==> src/rtl/nand_vector_sequencer_pkg.sv <==
// rtl/nand_vector_sequencer_pkg.sv - shared types, widths and the ideal NAND reference for the vector sequencer
package nand_seq_pkg;

    localparam int N_MAX = 4;
    localparam int ERR_W = 5;

    typedef enum logic [1:0] {
        IDLE   = 2'd0,
        SETTLE = 2'd1,
        CHECK  = 2'd2,
        DONE   = 2'd3
    } seq_state_t;

    // Inputs at or above n_in are tied high on the gate, so they are forced to 1 here too.
    function automatic logic nand_exp(input logic [N_MAX-1:0] vec, input int n_in);
        logic [N_MAX-1:0] v;
        v = vec;
        for (int i = 0; i < N_MAX; i++) begin
            if (i >= n_in) v[i] = 1'b1;
        end
        return ~&v;
    endfunction

endpackage

==> src/rtl/nand_vector_sequencer_settle_timer.sv <==
// rtl/nand_vector_sequencer_settle_timer.sv - loadable down-counter that flags expiry at zero
module settle_timer #(
    parameter int W = 2
) (
    input  logic         clk,
    input  logic         rst_n,
    input  logic         load,
    input  logic [W-1:0] load_val,
    output logic         expire
);

    logic [W-1:0] cnt_q;

    always_ff @(posedge clk) begin
        if (!rst_n) begin
            cnt_q <= '0;
        end else if (load) begin
            cnt_q <= load_val;
        end else if (cnt_q != '0) begin
            cnt_q <= cnt_q - W'(1);
        end
    end

    assign expire = (cnt_q == '0);

endmodule

==> src/rtl/nand_vector_sequencer.sv <==
// rtl/nand_vector_sequencer.sv - exhaustive stimulus and check sequencer for 2..4 input NAND cells
module nand_vector_sequencer
    import nand_seq_pkg::*;
#(
    parameter int N_IN       = 4,
    parameter int SETTLE_CYC = 2
) (
    input  logic             clk,
    input  logic             rst_n,
    input  logic             start,
    input  logic             dut_out,
    output logic [N_MAX-1:0] dut_in,
    output logic             busy,
    output logic             done,
    output logic             pass,
    output logic [ERR_W-1:0] err_cnt,
    output logic             fail_vld,
    output logic [N_MAX-1:0] fail_vec
);

    localparam int TW = (SETTLE_CYC > 1) ? $clog2(SETTLE_CYC) : 1;
    localparam logic [TW-1:0]    SETTLE_LOAD = TW'(SETTLE_CYC - 1);
    localparam logic [N_MAX-1:0] VEC_LAST    = N_MAX'((1 << N_IN) - 1);
    localparam logic [N_MAX-1:0] HI_MASK     = ~VEC_LAST;

    seq_state_t       state_q, state_d;
    logic [N_MAX-1:0] vec_q;
    logic [N_MAX-1:0] dut_in_q;
    logic [ERR_W-1:0] err_q;
    logic             fail_vld_q;
    logic [N_MAX-1:0] fail_vec_q;

    logic timer_load;
    logic timer_expire;
    logic run_start;
    logic advance;
    logic check;
    logic mismatch;

    settle_timer #(
        .W (TW)
    ) u_settle_timer (
        .clk      (clk),
        .rst_n    (rst_n),
        .load     (timer_load),
        .load_val (SETTLE_LOAD),
        .expire   (timer_expire)
    );

    always_comb begin
        state_d    = state_q;
        timer_load = 1'b0;
        run_start  = 1'b0;
        advance    = 1'b0;
        check      = 1'b0;
        case (state_q)
            IDLE, DONE: begin
                if (start) begin
                    state_d    = SETTLE;
                    timer_load = 1'b1;
                    run_start  = 1'b1;
                end
            end
            SETTLE: begin
                if (timer_expire) state_d = CHECK;
            end
            CHECK: begin
                check = 1'b1;
                if (vec_q == VEC_LAST) begin
                    state_d = DONE;
                end else begin
                    state_d    = SETTLE;
                    timer_load = 1'b1;
                    advance    = 1'b1;
                end
            end
            default: state_d = IDLE;
        endcase
    end

    // Case inequality so an undriven or unknown gate output is scored as a failure.
    assign mismatch = check && (dut_out !== nand_exp(vec_q, N_IN));

    always_ff @(posedge clk) begin
        if (!rst_n) begin
            state_q    <= IDLE;
            vec_q      <= '0;
            dut_in_q   <= '1;
            err_q      <= '0;
            fail_vld_q <= 1'b0;
            fail_vec_q <= '0;
        end else begin
            state_q <= state_d;
            if (run_start) begin
                vec_q      <= '0;
                dut_in_q   <= HI_MASK;
                err_q      <= '0;
                fail_vld_q <= 1'b0;
            end
            if (mismatch) begin
                err_q <= err_q + ERR_W'(1);
                if (!fail_vld_q) begin
                    fail_vec_q <= dut_in_q;
                    fail_vld_q <= 1'b1;
                end
            end
            if (advance) begin
                vec_q    <= vec_q + N_MAX'(1);
                dut_in_q <= HI_MASK | (vec_q + N_MAX'(1));
            end
        end
    end

    assign dut_in   = dut_in_q;
    assign busy     = (state_q == SETTLE) || (state_q == CHECK);
    assign done     = (state_q == DONE);
    assign pass     = done && (err_q == '0);
    assign err_cnt  = err_q;
    assign fail_vld = fail_vld_q;
    assign fail_vec = fail_vec_q;

endmodule

==> config.mk <==
export PLATFORM = sky130hd
export DESIGN_NAME = nand_vector_sequencer
export DESIGN_NICKNAME = d
export VERILOG_FILES = /design/src/rtl/nand_vector_sequencer_pkg.sv /design/src/rtl/nand_vector_sequencer_settle_timer.sv /design/src/rtl/nand_vector_sequencer.sv
export SDC_FILE = /design/constraint.sdc
export NUM_CORES = 1
export LEC_CHECK = 0
export BUFFER_PORTS_ARGS = -buffer_cell sky130_fd_sc_hd__buf_2
export CAP_MARGIN = 30
export CORE_MARGIN = 2
export CORE_UTILIZATION = 40
export DETAILED_ROUTE_END_ITERATION = 8
export PLACE_DENSITY = 0.57
export SETUP_SLACK_MARGIN = 0.1
export SYNTH_ARGS = -nofsm -noshare
export SYNTH_HDL_FRONTEND = slang
export SYNTH_SLANG_ARGS = --single-unit
export TNS_END_PERCENT = 100
==> constraint.sdc <==
create_clock -name clk -period 2.8 [get_ports clk]
set_input_delay 0.42 -clock clk [delete_from_list [all_inputs] [get_ports clk]]
set_output_delay 0.42 -clock clk [all_outputs]
set_load 0.02 [all_outputs]
==> results.md, run 1 <==
- Post-Synth Simple-Gate Area: 25.98%
- P_sw: 0.0001800 W
- Worst Reg-to-Reg Cells: 5
- Worst-Margin Slew: 458.2 ps
- Max-slew headroom: 69.45%
- Register Area: 420.4 sq um
- Seq cells post-synth: 21
- Port Buffer Count: 20
- Pin count of the biggest net entering global routing: 29
- Post-route insts no fill: 173
- Area leader, netlist: dfxtp_1
- Hold Startpoint: fail_vec[3]$_SDFFE_PN0P_
- Vias per cell: 5.075
- Register area share after synthesis: 38.62%
- Final RePlAce weighted congestion: 0.7410
- Routed Antenna Nets: 0
- Placed cells: 169
- Compound-Gate Fraction of Synth Area: 15.75%
- Sequential share of power: 55.6%
- CP Launch Type: flop
- Post-CTS sizing: 0
- Max Transition Viols Final: 0
- Die Ht: 56.17 microns
- Area occupied by multi-input gates: 624.3 sq um
- HP Class: flop to flop
- Clock-pin slew reported for the worst setup and hold paths after clock tree synthesis: 120 ps
- Setup violators final: 0
- Pint: 0.0004137 W
- CTS Buf Count: 3
- DR WL/cell: 12.39 microns
- Worst hold path stage count: 2
- Finished Core Util: 48.86%
- CP Buf/Inv Count: 1
- Critical-path cell list: ha_1 > nand2_1 > nor4_1 > buf_2
- Clk_skew: 4.727 ps
- Main area contributors after synthesis: dfxtp_1, ha_1, nand2_1
- WP data required: 2380 ps
- CTS max path bufs: 2
- Cell family with most CP delay: flip-flops
- Initial Util: 43.15%
- Max-Cap Viols: 0
- Clock Sinks: 21
- Commonest non-fill, non-tap cells in the layout: nand2_1, dfxtp_1, buf_2
- DRC violations left: 0
- Tmin final: 1771 ps
- Global-route wire length before repair: 3.712 mm
- Core area: 2522 sq um
- Drt first-iter violations: 16
- Cell Area, Synth: 1089 sq um
- Crit-path max FO: 5
- Switching Share: 30.32%
- Post-synthesis mux area share: 6.782%
- Synth cell types: 31
- Synth top area share: 38.62%
- Final nets: 155
- Root Driver: clkbuf_4
- Vias in the first global route: 819
- Adder-cell share of the synthesized area: 8.046%
- CP max stage delay: 420 ps
- Post-synthesis cell count: 124
- Most common cell after layout, fill and taps aside: nand2_1
- Global route overflow: 0
- Power Density: 481.8 nW/um^2
- Hold Path Sink: fail_vec[3]$_SDFFE_PN0P_
- Worst Setup Path Type: flop to output pin
- Status: complete, no violations
- Hold Vio Cnt, Final: 0
- Cts-stage hold buffer count: 0
- Clk Latency, worst-skew pair: 300 ps
- Initial antenna violation count: 0
- Antenna Cells: 0
- Area Growth Syn to Fin: 13.22%
- Synth Area in XOR/XNOR: 0.8046%
- CTS tree: built
- Setup Buffers After CTS: 0
- Syn. warnings: 0
- Main combinational cell family by area after synthesis: simple AND/OR/NAND/NOR gates
- Tot GR Track Use: 14.60%
- Worst EP arrival: 1350 ps
- Num rows: 18
- Pre-antenna DRT Iters: 4
- Clock power share: 24.9%
- FILL cells: 262
- Critical-path top delay cell: dfxtp_1
- Die Footprint: 3155 sq um
- H-tree Lvls: 1
- Worst r2r src: vec_q[0]$_SDFFE_PN0P_
- Share of cells above drive strength 1: 20.98%
- Post-synthesis net count: 135
- RSZ-0062 raised after global routing: false
- Worst VDD drop: 0.3098 mV
- R2R Path End: fail_vld$_SDFF_PN0_
- Reg-to-reg slack, setup: 1110 ps
- Die W: 56.17 microns
- Hpwl dp: 1.592 mm
- Fmax: 564.7 MHz
- LEAKAGE: 0.5304 nW
- Period utilization: 63.25%
- I/O pins: 21
- Comb pwr share: 19.4%
- Detailed-route via count: 878
- Final wirelength: 2.144 mm
- Fin Setup TNS: 0 ps
- CP endpoint kind: output pin
- Avg Inst Size Synth: 8.779 sq um
## metal layers
layer  vias to the layer above  track usage (%)  routed length [microns]
met5                         -                0                        0
met4                         0            6.122                       24
met3                         4            2.093                       68
met2                        15            24.03                     1022
met1                       397            18.95                     1028
li1                        462                -                        -
## sequential cells by signal, summed over array words and instances, names as in the netlist
name                  count
fail_vec                  4
state_q                   2
dut_in                    4
err_cnt                   5
u_settle_timer.cnt_q      1
fail_vld                  1
vec_q                     4
## area by class of cell
| cell class | instances | area share, % |
|---|---|---|
| clock buffers | 3 | 1.827 |
| clock inverters | 1 | 0.4061 |
| inverters | 6 | 1.827 |
| multi-input cells | 92 | 50.66 |
| flip-flops and latches | 21 | 34.11 |
| well taps | 30 | 3.046 |
| repair buffers | 20 | 8.122 |
## power by group through the flow
stage	logic (W)	clock network, W	registers (W)
after floorplan	0.0000735	0	0.000348
after global placement	0.000117	0	0.000337
after detailed placement	0.000117	0	0.000337
after CTS	0.000117	0.000158	0.000331
after global routing	0.000131	0.000171	0.000334
final	0.000115	0.000148	0.000330
## how the worst max path moves through the flow
stage	start	cells after the start	end
detailed placement	vec_q[0]$_SDFFE_PN0P_	5	fail_vld$_SDFF_PN0_
global placement	vec_q[0]$_SDFFE_PN0P_	5	fail_vld$_SDFF_PN0_
CTS	state_q[0]$_SDFFE_PN0P_	4	pass
global route	state_q[0]$_SDFFE_PN0P_	4	pass
finish	state_q[0]$_SDFFE_PN0P_	4	pass
floorplan	state_q[0]$_SDFFE_PN0P_	3	pass
## worst register-to-register path: stages (launching register included)
cell and delay (ps):
dfxtp_1 420, ha_1 310, and3_4 260, mux2i_4 350
nor2_8 70, o21a_1 180
## synth_stat cells, drive strengths merged
master / count
buf: 2
o21a: 1
a21boi: 7
inv: 6
and2: 4
nand3: 10
ha: 7
xnor2: 1
o21ai: 10
a21o: 1
mux2i: 5
nor2: 3
mux2: 1
a21oi: 2
nor2b: 6
a211o: 1
or3: 1
nand2: 23
and3: 1
clkbuf: 3
dfxtp: 21
nor4: 1
nor3b: 4
a41oi: 1
o211ai: 2
## logic make-up (layout without fill, tap and decap cells)
group                    count (synthesis)  count (layout)
multiplexers                             6               6
flip-flops                              21              21
buffers and inverters                   11              30
XOR/XNOR                                 1               1
AO/OA/AOI/OAI                           25              25
adder cells (fa/ha/maj)                  7               7
AND/OR/NAND/NOR                         53              53
## metrics by stage
step	worst slack, ps	hold WS (ps)	power, W	cell area [sq um]
final	1029	466.0	0.0005937	1232
after global routing	872.5	482.2	0.0006356	1232
after CTS	994.6	473.0	0.0006058	1232
after detailed placement	1121	447.9	0.0004542	1205
after global placement	1147	439.9	0.0004540	1205
after floorplan	1015	465.1	0.0004216	1089
(Power assumes the default switching activity.)
==> run 2, diff against run 1 <==
clock period = 1.7 ns   (was 2.8 ns; I/O delays follow)
==> results.md, run 2 (synthesized netlist as in run 1, its figures left out) <==
- Status: complete, no violations
- Max-Cap Viols: 0 (unchanged)
- Global-route wire length before repair: 3.891 mm (+4.8%)
- CP Launch Type: flop
- Global route overflow: 0 (unchanged)
- Met3 WL: 85 microns (+25%)
- Die W: 56.17 microns (unchanged)
- Detailed-route via count: 953 (+8.5%)
- Core area: 2522 sq um (unchanged)
- Cts-stage hold buffer count: 0 (unchanged)
- Area Growth Syn to Fin: 31.61%
- Final wirelength: 2.344 mm (+9.3%)
- Crit-path max FO: 3 (-2)
- Pre-antenna DRT Iters: 4 (unchanged)
- Die Ht: 56.17 microns (unchanged)
- Critical-path top delay cell: dfxtp_4
- CP endpoint kind: output pin
- Top sig layer: met4
- Routed Antenna Nets: 0 (unchanged)
- Vias per cell: 5.151 (+1.5%)
- Max-slew headroom: 68.98% (-0.48 points)
- Worst VDD drop: 0.7337 mV (+140%)
- Pint: 0.0007222 W (+75%)
- P_sw: 0.0003154 W (+75%)
- Drt first-iter violations: 31 (+15)
- I/O pins: 21 (unchanged)
- Most common cell after layout, fill and taps aside: nand2_1
- Worst EP arrival: 1330 ps (-20 ps)
- LEAKAGE: 0.5997 nW (+13%)
- Max Transition Viols Final: 0 (unchanged)
- Final nets: 167 (+7.7%)
- Switching Share: 30.40% (+0.082 points)
- Antenna Cells: 0 (unchanged)
- Fmax: 632.6 MHz
- Comb pwr share: 24.0% (+4.6 points)
- WP data required: 1440 ps (-940 ps)
- Port Buffer Count: 20 (unchanged)
- Share of cells above drive strength 1: 37.42% (+16 points)
- Die Footprint: 3155 sq um (unchanged)
- Max FFs per register: 5 (unchanged)
- Register Area: 437.9 sq um (+4.2%)
- FILL cells: 247 (-5.7%)
- CTS tree: built
- Clock-pin slew reported for the worst setup and hold paths after clock tree synthesis: 120 ps (about the same)
- Clk Latency, worst-skew pair: 300 ps (about the same)
- Tmin final: 1581 ps
- Critical-path cell list: inv_4 > ha_4 > nand2_4 > nor4_4 > buf_4
- Vias in the first global route: 916 (+12%)
- HP Class: input pin to flop
- Period utilization: 92.99%
- Finished Core Util: 56.80% (+7.9 points)
- Final RePlAce weighted congestion: 0.8246 (+11%)
- Area occupied by multi-input gates: 694.4 sq um (+11%)
- Initial antenna violation count: 0 (unchanged)
- Num rows: 18 (unchanged)
- Power Density: 724.3 nW/um^2 (+50%)
- Clk_skew: 3.544 ps (-1.183 ps)
- CP max stage delay: 380 ps (-40 ps)
- Tot GR Track Use: 15.26% (+0.65 points)
- Metal-1 WL: 1.085 mm (+5.5%)
- Worst Setup Path Type: flop to output pin
- Hold Vio Cnt, Final: 0 (unchanged)
- DR WL met2: 1.133 mm (+11%)
- Hpwl dp: 1.584 mm (-0.50%)
- Pin count of the biggest net entering global routing: 29 (unchanged)
- CTS max path bufs: 2 (unchanged)
- Clock power share: 23.7% (-1.2 points)
- H-tree Lvls: 1 (unchanged)
- Initial Util: 43.15% (unchanged)
- Setup violators final: 0 (unchanged)
- Root Driver: clkbuf_4
- DRC violations left: 0 (unchanged)
- DR WL/cell: 12.67 microns (+2.2%)
- Worst-Margin Slew: 465.4 ps (+7.144 ps)
- Commonest non-fill, non-tap cells in the layout: nand2_1, buf_2, dfxtp_1
- RSZ-0062 raised after global routing: true
- CTS Buf Count: 3 (unchanged)
- Sequential share of power: 52.3% (-3.3 points)
- Clock Sinks: 21 (unchanged)
- Fin Setup TNS: 0 ps (unchanged)
run 2: cell count changes in the layout (fill, tap and decap cells not counted), moves of 2 or more:
cell / previous run / this run
inv_4: 0 / 2
dfxtp_2: 0 / 2
dfxtp_4: 0 / 4
inv_1: 6 / 4
ha_1: 7 / 3
ha_4: 0 / 3
dfxtp_1: 21 / 15
buf_4: 0 / 12
run 2: cell type report:
cell class / instances / share of cell area, %
Multi-Input combinational cell: 92 / 48.47
Sequential cell: 21 / 30.57
Timing Repair Buffer: 32 / 14.32
Tap cell: 30 / 2.620
Inverter: 6 / 1.921
Clock buffer: 3 / 1.572
Clock inverter: 1 / 0.5240
run 2: critical path, delay by kind of cell, from the launching register on:
family,cells,cell delay (ps)
buffers and inverters,2,240
AND/OR/NAND/NOR,2,270
adder cells (fa/ha/maj),1,130
flip-flops,1,380
run 2: power by group through the flow:
stage,clock (W),combinational [W],sequential [W]
after CTS,0.000266,0.000202,0.000545
after floorplan,0,0.000121,0.000573
final,0.000246,0.000249,0.000543
after detailed placement,0,0.000201,0.000555
after global routing,0.000284,0.000279,0.000547
after global placement,0,0.000200,0.000554
run 2: metrics by stage:
step / area [sq um] / setup slack (ps) / power, W / hold WS [ps] / cells
after floorplan: 1095 / 153.6 / 0.0006946 / 465.1 / 124
after global placement: 1241 / 170.6 / 0.0007541 / 442.6 / 173
after detailed placement: 1241 / 109.2 / 0.0007560 / 443.6 / 173
after CTS: 1276 / 93.71 / 0.001013 / 326.1 / 177
after global routing: 1433 / 26.32 / 0.001110 / 349.5 / 185
final: 1433 / 119.2 / 0.001038 / 352.6 / 185
run 2: path summary, 6_finish.rpt:
path                       startpoint                  endpoint  slack [ps]  depth (start not counted)
min reg2reg  fail_vec[3]$_SDFFE_PN0P_  fail_vec[3]$_SDFFE_PN0P_         460                          2
min                             rst_n    dut_in[3]$_SDFFE_PN1P_         350                          2
max reg2reg     vec_q[0]$_SDFFE_PN0P_       fail_vld$_SDFF_PN0_         170                          5
max           err_cnt[0]$_SDFFE_PN0P_                      pass         120                          5
run 2: metal layers:
metal  track usage, %  up-vias
li1                 -      485
met1            18.49      443
met2            25.38       19
met3            4.419        6
met4            5.782        0
met5                0        -
run 2: repair_timing:
action | 4_1_cts | 5_1_grt
setup buffers | 0 | 8
gates resized for setup | 3 | 23
cloned | 0 | 0
pin swaps | 0 | 2
setup endpoints to repair | 3 | 13
==> run 3, diff against run 2 <==
ABC_AREA = 1   (was not set)
==> results.md, run 3 <==
- Main area contributors after synthesis: dfxtp_1, nand2_1, nand3_1
- Drt first-iter violations: 21 (-32%)
- Initial antenna violation count: 0 (unchanged)
- DRC violations left: 0 (unchanged)
- Tmin final: 1532 ps (-48.59 ps)
- Cts-stage hold buffer count: 0 (unchanged)
- Pre-antenna DRT Iters: 4 (unchanged)
- Area leader, netlist: dfxtp_1
- Final nets: 172 (+3.0%)
- Cell Area, Synth: 1054 sq um (-3.2%)
- Clock-pin slew reported for the worst setup and hold paths after clock tree synthesis: 120 ps (about the same)
- Max Transition Viols Final: 0 (unchanged)
- CP Launch Type: flop
- Compound-Gate Fraction of Synth Area: 9.026% (-6.7 points)
- CTS Buf Count: 3 (unchanged)
- DR WL/cell: 11.21 microns (-12%)
- Max-slew headroom: 71.14% (+2.2 points)
- Most frequent cell after synthesis: nand2_1
- CP endpoint kind: output pin
- Synth top cells by count: nand2_1, dfxtp_1, nand3_1
- Tot GR Track Use: 14.79% (-0.46 points)
- I/O pins: 21 (unchanged)
- Vias per cell: 4.900 (-4.9%)
- Status: complete, no violations
- Num rows: 18 (unchanged)
- Synth cell types: 22 (-29%)
- Final wirelength: 2.130 mm (-9.1%)
- Die Ht: 55.32 microns (-1.5%)
- Adder-cell share of the synthesized area: 8.314% (+0.27 points)
- Post-Synth Simple-Gate Area: 34.20% (+8.2 points)
- Most common cell after layout, fill and taps aside: nand2_1
- Commonest non-fill, non-tap cells in the layout: nand2_1, nand3_1, buf_2
- Fin Setup TNS: 0 ps (unchanged)
- Core area: 2477 sq um (-1.8%)
- Crit-path max FO: 5 (+2)
- Worst-Margin Slew: 432.4 ps (-33.00 ps)
- Detailed-route via count: 931 (-2.3%)
- Post-synthesis net count: 148 (+9.6%)
- Power Density: 789.0 nW/um^2 (+8.9%)
- Synth Area in XOR/XNOR: 1.663% (+0.86 points)
- Die Footprint: 3060 sq um (-3.0%)
- Share of cells above drive strength 1: 26.25% (-11 points)
- Post-synthesis mux area share: 0% (-6.8 points)
- Final RePlAce weighted congestion: 0.8110 (-1.6%)
- Post-route insts no fill: 190 (+2.7%)
- HP Class: input pin to flop
- Routed Antenna Nets: 0 (unchanged)
- Die W: 55.32 microns (-1.5%)
- Antenna Cells: 0 (unchanged)
- Seq cells post-synth: 21 (unchanged)
- Setup violators final: 0 (unchanged)
- Hold Vio Cnt, Final: 0 (unchanged)
- Vias in the first global route: 815 (-11%)
- Root Driver: clkbuf_4
- Clk_skew: 5.279 ps (+1.735 ps)
- Clock Sinks: 21 (unchanged)
- Hpwl dp: 1.608 mm (+1.5%)
- Final Worst Setup Slack: 167.7 ps (+48.59 ps)
- Post-synth EDFFs: 0 (unchanged)
- Max FFs per register: 5 (unchanged)
- Placed cells: 185 (+6.9%)
- Initial Util: 42.53% (-0.63 points)
- Global route overflow: 0 (unchanged)
- Period utilization: 90.13% (-2.9 points)
- Post-synthesis cell count: 137 (+10%)
- Worst EP arrival: 1280 ps (-50 ps)
- Synth Flop Type: dfxtp_1
- WP data required: 1440 ps (about the same)
- Async set-reset flop share out of synthesis: 0% (unchanged)
- Fmax: 652.6 MHz (+3.2%)
- Register area share after synthesis: 39.90% (+1.3 points)
- CTS tree: built
- Pin count of the biggest net entering global routing: 12 (-59%)
- Worst VDD drop: 0.3924 mV (-47%)
- H-tree Lvls: 1 (unchanged)
- Global-route wire length before repair: 3.691 mm (-5.1%)
- Worst Setup Path Type: flop to output pin
- Syn. warnings: 0 (unchanged)
- RSZ-0062 raised after global routing: true
- LEAKAGE: 0.5599 nW (-6.6%)
- Clk Latency, worst-skew pair: 300 ps (about the same)
- Main combinational cell family by area after synthesis: simple AND/OR/NAND/NOR gates
- FILL cells: 268 (+8.5%)
- Area Growth Syn to Fin: 16.51%
- Min Hold Slack: 248.8 ps (-103.8 ps)
- Port Buffer Count: 20 (unchanged)
- Max-Cap Viols: 0 (unchanged)
- Place WS: 150.1 ps (+40.90 ps)
- Avg Inst Size Synth: 7.690 sq um (-12%)
- CTS max path bufs: 2 (unchanged)
- Synth top area share: 39.90% (+1.3 points)
[run 3: cell count changes after synthesis, moves of 6 or more]
cell	previous run	this run
nor2b_1	6	0
nor2_1	2	9
nand3_1	10	20
inv_1	6	16
a21oi_1	2	8
nand2_1	22	30
[run 3: critical path, stage by stage (launching register included)]
cell,delay [ps]
dfxtp_4,390
inv_1,40
ha_1,300
inv_1,100
buf_4,150
[run 3: timing repair]
action / in CTS / in global routing
endpoints found under the setup margin: 1 / 6
setup buffers: 0 / 1
gates resized for setup: 1 / 6
[run 3: cell families after synthesis]
kind of cell | Yosys count
AOI/OAI and AO/OA | 16
xor gates and xnor gates | 2
adders and majority gates | 7
buffers and inverters | 19
DFF | 21
and+or+nand+nor | 72
[run 3: final timing paths]
path / start / endpoint / slack, ps / cells past startpoint
worst max-delay path: state_q[0]$_SDFFE_PN0P_ / busy / 170 / 4
worst min-delay path: rst_n / dut_in[1]$_SDFFE_PN1P_ / 250 / 2
worst max register to register: state_q[0]$_SDFFE_PN0P_ / vec_q[0]$_SDFFE_PN0P_ / 210 / 7
worst min register to register: fail_vec[3]$_SDFFE_PN0P_ / fail_vec[3]$_SDFFE_PN0P_ / 490 / 2
[run 3: metrics by stage]
step / utilization, % / cell area, sq um / total power (W)
2_1_floorplan: - / 1054 / 0.0006838
3_3_place_gp: 47.73 / 1182 / 0.0007327
3_5_place_dp: 47.73 / 1182 / 0.0007351
4_1_cts: 48.84 / 1210 / 0.0009788
5_1_grt: 49.55 / 1227 / 0.001029
6_report: 49.55 / 1227 / 0.0009684
[run 3: area by class of cell]
class                           instances  area, sq um  share of cell area, %
Sequential cell                        21        429.2                  34.96
Tap cell                               30        37.54                  3.058
Multi-Input combinational cell         97        560.5                  45.67
Inverter                               17        63.81                  5.199
Timing Repair Buffer                   21        110.1                  8.970
Clock buffer                            4        26.28                  2.141
[run 3: routing by layer]
layer,routed length [microns],share of wire [%],track usage (%),vias up
li1,-,-,-,490
met1,1043,49,20.14,419
met2,995,47,23.13,20
met3,81,3.8,3.044,2
met4,10,0.47,5.226,0
met5,0,0,0,-
[run 3: power breakdown]
part | switching, W | total [W] | leakage (nW) | internal [W]
Sequential | 0.0000217 | 0.000542 | 0.173 | 0.000520
Clock | 0.000150 | 0.000241 | 0.0150 | 0.0000913
Combinational | 0.000121 | 0.000186 | 0.372 | 0.0000645
Total | 0.000293 | 0.000968 | 0.560 | 0.000676
